### config.mk
export PLATFORM = sky130hd
export DESIGN_NAME = mem_port_arbiter
export DESIGN_NICKNAME = d
export VERILOG_FILES = /design/src/rtl/mem_port_arbiter.sv
export SDC_FILE = /design/constraint.sdc
export NUM_CORES = 1
export LEC_CHECK = 0
export CORE_MARGIN = 2
export CORE_UTILIZATION = 43
export CTS_CLUSTER_SIZE = 20
export DETAILED_ROUTE_END_ITERATION = 6
export HOLD_SLACK_MARGIN = 0.12
export PLACE_DENSITY = 0.81
export SETUP_SLACK_MARGIN = 0.05
export SLEW_MARGIN = 20
export SYNTH_ARGS = -nofsm -noshare
export SYNTH_HDL_FRONTEND = slang
export SYNTH_SLANG_ARGS = --single-unit
### constraint.sdc
create_clock -name clk_i -period 1.95 [get_ports clk_i]
set_input_delay 0.2925 -clock clk_i [delete_from_list [all_inputs] [get_ports clk_i]]
set_output_delay 0.2925 -clock clk_i [all_outputs]
set_load 0.05 [all_outputs]
### src/rtl/mem_port_arbiter.sv
// Arbiter sharing one single-port memory between the fetch stage (read-only)
// and the memory stage (read/write). Data wins ties unless fetch has lost
// STARVE_MAX consecutive contested arbitrations.
//
// state  | meaning
// IDLE   | arbitrate between if_req_i and d_req_i, latch winner's request
// ACCESS | drive memory from latched request for MEM_LAT cycles
// DONE   | one-cycle ack to the granted requester, no arbitration
`timescale 1ns/1ps
module mem_port_arbiter #(
  parameter int ADDR_W     = 32,
  parameter int DATA_W     = 32,
  parameter int MEM_LAT    = 1,
  parameter int STARVE_MAX = 4
) (
  input  logic                clk_i,
  input  logic                rst_i,
  input  logic                if_req_i,
  input  logic [ADDR_W-1:0]   if_addr_i,
  output logic                if_ack_o,
  output logic [DATA_W-1:0]   if_rdata_o,
  input  logic                d_req_i,
  input  logic                d_we_i,
  input  logic [ADDR_W-1:0]   d_addr_i,
  input  logic [DATA_W-1:0]   d_wdata_i,
  input  logic [DATA_W/8-1:0] d_be_i,
  output logic                d_ack_o,
  output logic [DATA_W-1:0]   d_rdata_o,
  output logic [ADDR_W-1:0]   mem_addr_o,
  output logic                mem_re_o,
  output logic                mem_we_o,
  output logic [DATA_W-1:0]   mem_wdata_o,
  output logic [DATA_W/8-1:0] mem_be_o,
  input  logic [DATA_W-1:0]   mem_rdata_i,
  output logic                busy_o
);

  localparam int BE_W  = DATA_W / 8;
  localparam int LAT_W = (MEM_LAT > 1) ? $clog2(MEM_LAT) : 1;
  localparam int CNT_W = $clog2(STARVE_MAX + 1);

  typedef enum logic [1:0] {
    IDLE   = 2'd0,
    ACCESS = 2'd1,
    DONE   = 2'd2
  } state_t;

  state_t            state_q, state_d;
  logic              gnt_data_q, gnt_data_d;
  logic              we_q, we_d;
  logic [ADDR_W-1:0] addr_q, addr_d;
  logic [DATA_W-1:0] wdata_q, wdata_d;
  logic [BE_W-1:0]   be_q, be_d;
  logic [LAT_W-1:0]  lat_q, lat_d;
  logic [CNT_W-1:0]  starve_q, starve_d;
  logic [DATA_W-1:0] if_rdata_q, if_rdata_d;
  logic [DATA_W-1:0] d_rdata_q, d_rdata_d;
  logic              fetch_win;
  logic              starved;

  assign starved = (starve_q == CNT_W'(STARVE_MAX));

  // State and datapath registers with synchronous reset.
  always_ff @(posedge clk_i) begin
    if (rst_i) begin
      state_q    <= IDLE;
      gnt_data_q <= 1'b0;
      we_q       <= 1'b0;
      addr_q     <= '0;
      wdata_q    <= '0;
      be_q       <= '0;
      lat_q      <= '0;
      starve_q   <= '0;
      if_rdata_q <= '0;
      d_rdata_q  <= '0;
    end else begin
      state_q    <= state_d;
      gnt_data_q <= gnt_data_d;
      we_q       <= we_d;
      addr_q     <= addr_d;
      wdata_q    <= wdata_d;
      be_q       <= be_d;
      lat_q      <= lat_d;
      starve_q   <= starve_d;
      if_rdata_q <= if_rdata_d;
      d_rdata_q  <= d_rdata_d;
    end
  end

  // Next-state, arbitration and memory/ack output decode.
  always_comb begin
    state_d     = state_q;
    gnt_data_d  = gnt_data_q;
    we_d        = we_q;
    addr_d      = addr_q;
    wdata_d     = wdata_q;
    be_d        = be_q;
    lat_d       = lat_q;
    starve_d    = starve_q;
    if_rdata_d  = if_rdata_q;
    d_rdata_d   = d_rdata_q;
    fetch_win   = 1'b0;
    if_ack_o    = 1'b0;
    d_ack_o     = 1'b0;
    mem_addr_o  = '0;
    mem_wdata_o = '0;
    mem_be_o    = '0;
    mem_re_o    = 1'b0;
    mem_we_o    = 1'b0;

    case (state_q)
      IDLE: begin
        if (if_req_i || d_req_i) begin
          fetch_win = if_req_i && (!d_req_i || starved);
          if (fetch_win) begin
            gnt_data_d = 1'b0;
            we_d       = 1'b0;
            addr_d     = if_addr_i;
            wdata_d    = '0;
            be_d       = '1;
            starve_d   = '0;
          end else begin
            gnt_data_d = 1'b1;
            we_d       = d_we_i;
            addr_d     = d_addr_i;
            wdata_d    = d_wdata_i;
            be_d       = d_be_i;
            // Only a contested data win counts against fetch.
            if (if_req_i && !starved) starve_d = starve_q + CNT_W'(1);
          end
          lat_d   = '0;
          state_d = ACCESS;
        end
      end
      ACCESS: begin
        mem_addr_o  = addr_q;
        mem_wdata_o = wdata_q;
        mem_be_o    = be_q;
        mem_re_o    = !we_q;
        // A single write strobe per access, regardless of MEM_LAT.
        mem_we_o    = we_q && (lat_q == '0);
        lat_d       = lat_q + LAT_W'(1);
        if (lat_q == LAT_W'(MEM_LAT - 1)) begin
          if (!we_q) begin
            if (gnt_data_q) d_rdata_d  = mem_rdata_i;
            else            if_rdata_d = mem_rdata_i;
          end
          state_d = DONE;
        end
      end
      DONE: begin
        if_ack_o = !gnt_data_q;
        d_ack_o  = gnt_data_q;
        state_d  = IDLE;
      end
      default: state_d = IDLE;
    endcase
  end

  assign if_rdata_o = if_rdata_q;
  assign d_rdata_o  = d_rdata_q;
  assign busy_o     = (state_q != IDLE);

endmodule
==> results.txt <==
Largest cells by area after synthesis -> dfxtp_1 44%, a21oi_1 11%, nand3_1 7.6%
Placer Congestion -> 0.8251
Psw -> 2691 uW
GRT Util Overall -> 27.95%
Routed WL -> 22.77 mm
Die Y-Extent -> 125.4 um
Ys async rst share -> 0%
Post-synthesis sequential area ratio -> 44.23%
# rows -> 44
Syn Nets -> 918
Via count -> 7181
RSZ-0062 raised after global routing -> true
Residual DRC -> 0
Final hold violation count -> 0
Fill count -> 991
Max-cap viol count -> 0
Worst path required time -> 1.66 ns
Synth-to-layout area growth -> 70.95%
Post-synth top flop -> dfxtp_1
Starting Density -> 43.76%
Seq pwr share -> 35.3%
Kind of critical path -> register to output port
Worst-case clock buffer depth -> 2
Pre-CTS setup slack -> 0.07670 ns
Sw frac -> 29.74%
Final ANT Viol Nets -> 0
IO Pins -> 274
CTS root buffer -> clkbuf_16
Final nets -> 1148
CTS Sinks -> 140
IO buf count -> 273
Number of global-route vias before repair -> 6942
Clock power frac -> 38.9%
Comb power frac -> 25.8%
Final setup margin -> 0.02005 ns
Synthesized cell area -> 6336 um2
Slew @ Worst Pin -> 0.6509 ns
DIE AREA -> 15720 um2
Share of the synthesized area in the top cell type -> 44.23%
Htree depth -> 4
Initial antenna violation count -> 1
GRT Residual Overflow -> 0
Crit. End Element -> output port
Critical Path Source Type -> register
FF+latch count, synth -> 140
CORE AREA -> 14480 um2
Yosys cell types -> 33
Die width -> 125.4 um
Post-layout util -> 74.81%
Cts hold-fix bufs -> 0
Max VDD drop -> 0.6371 mV
Critical-path maximum fanout -> 30
Drt wl/cell -> 18.88 um
1st-iter DRT viols -> 522
Max_slew headroom -> 56.61%
Area leader, netlist -> dfxtp_1
Post-route setup TNS -> 0 ns
Largest net degree at the start of global routing -> 97
Post-synth EDFFs -> 0
Leak Pwr -> 0.003930 uW
Clock skew -> 0.004934 ns
Final worst path period share -> 98.97%
Most common cell in the synthesized netlist -> a21oi_1
First-pass GRT wire length -> 35.76 mm
Clock latency on the worst-skew pair -> 0.42 ns
DRT Pass-1 Iters -> 5
Layout cells sized above 1 -> 18.32%
Final number of setup-violating endpoints -> 0
Pwr/cell area -> 835.2 nW/um2
Cells after Synth -> 779
Max Clk Rate -> 518.1 MHz
CTS tree -> yes
Clk slew on worst S/H paths -> 0.06 ns
Hold slack -> 0.4458 ns
Post-synth top cells -> 142 x a21oi_1, 140 x dfxtp_1, 96 x nand3_1, 70 x o21ai_0, 69 x clkbuf_1
P_int -> 6356 uW
DP Wirelength -> 14.10 mm
HP Class -> primary input to register
Vias per cell -> 5.954
Synthesis warning total -> 0
Slew Limit Fails -> 0
Cts bufs inserted -> 17
Critical path arrival -> 1.64 ns
Final Critical Period -> 1.930 ns
Status -> complete, no violations
Syn avg cell area -> 8.134 um2
metrics by stage:
step | total power (uW) | cells | area, um2
CTS | 9032 | 1203 | 10760
detailed placement | 5478 | 1169 | 10000
finish | 9046 | 1206 | 10830
global route | 9372 | 1206 | 10830
floorplan | 4471 | 779 | 6346
global placement | 5439 | 1169 | 10000
power groups by stage:
stage | combinational (uW) | sequential, uW | clock [uW]
floorplan | 1030 | 3440 | 0
global placement | 2210 | 3230 | 0
detailed placement | 2240 | 3240 | 0
CTS | 2300 | 3190 | 3540
global route | 2470 | 3210 | 3690
finish | 2340 | 3190 | 3520
kinds of logic after synthesis:
family | Yosys count | synth area share [%]
AOI/OAI and AO/OA | 345 | 31.52
adders and majority gates | 2 | 0.3949
buffers and inverters | 102 | 7.188
DFF | 140 | 44.23
and+or+nand+nor | 190 | 16.67
critical path: stages (launching register included):
cell,delay (ns)
dfxtp_4,0.36
and2b_4,0.32
buf_12,0.18
and2_1,0.20
buf_12,0.15
repair_timing:
action / CTS / global route
setup buffers: 2 / 2
endpoints found under the setup margin: 71 / 76
pin swaps: 1 / 14
cloned: 1 / 0
hold endpoints to repair: 0 / 0
resized for setup: 31 / 23
layer usage:
metal | up-vias | track usage (%) | part of all wire (%)
met4 | 0 | 11.63 | 3.1
met1 | 3419 | 32.70 | 38
met3 | 55 | 8.729 | 8.6
li1 | 3338 | - | -
met2 | 369 | 47.51 | 50
met5 | - | 0 | 0
final cells by class:
| cell class | count | area, um2 | share of cell area [%] |
|---|---|---|---|
| timing repair buffer | 307 | 3936 | 36.34 |
| multi-input combinational | 537 | 3189 | 29.44 |
| sequential | 140 | 2809 | 25.93 |
| clock buffer | 18 | 439.2 | 4.055 |
| tap | 184 | 230.2 | 2.125 |
| clock inverter | 13 | 197.7 | 1.825 |
| inverter | 6 | 27.53 | 0.2541 |
| antenna | 1 | 2.502 | 0.02310 |
sequential cells by signal, summed over array words and instances, names as in the netlist:
register / flops
state_q: 2
starve_q: 3
gnt_data_q: 1
if_rdata_o: 32
wdata_q: 32
lat_q: 1
d_rdata_o: 32
addr_q: 32
we_q: 1
be_q: 4
placed cells by master (no fill, tap or decap), drive strengths merged, types with 2 or more instances in the layout:
cell           synthesis  layout
nand2b                 2       2
ha                     2       2
bufinv                 0       5
a211oi                 5       5
clkinvlp               0       3
o21ai                130     130
buf                   27     107
or3                    2       2
nor3b                  3       3
dfxtp                140     140
clkdlybuf4s50          0     191
nand2                  6       6
clkbuf                69      19
a21oi                142     142
dlymetal6s2s           0       7
clkinv                 0       5
a311oi                32      32
and2                  68      68
nor2                   6       6
nand3                 96      96
o2111ai               33      33
inv                    6       6
final timing paths:
path / endpoint / start / cells past startpoint / slack (ns)
worst max register to register: if_rdata_o[11] / state_q[1] / 5 / 0.11
worst max-delay path: mem_addr_o[21] / state_q[1] / 4 / 0.02
worst min-delay path: if_rdata_o[5] / rst_i / 3 / 0.45
worst min register to register: wdata_q[8] / wdata_q[8] / 2 / 0.48
Power figures use the tool's default switching activity.
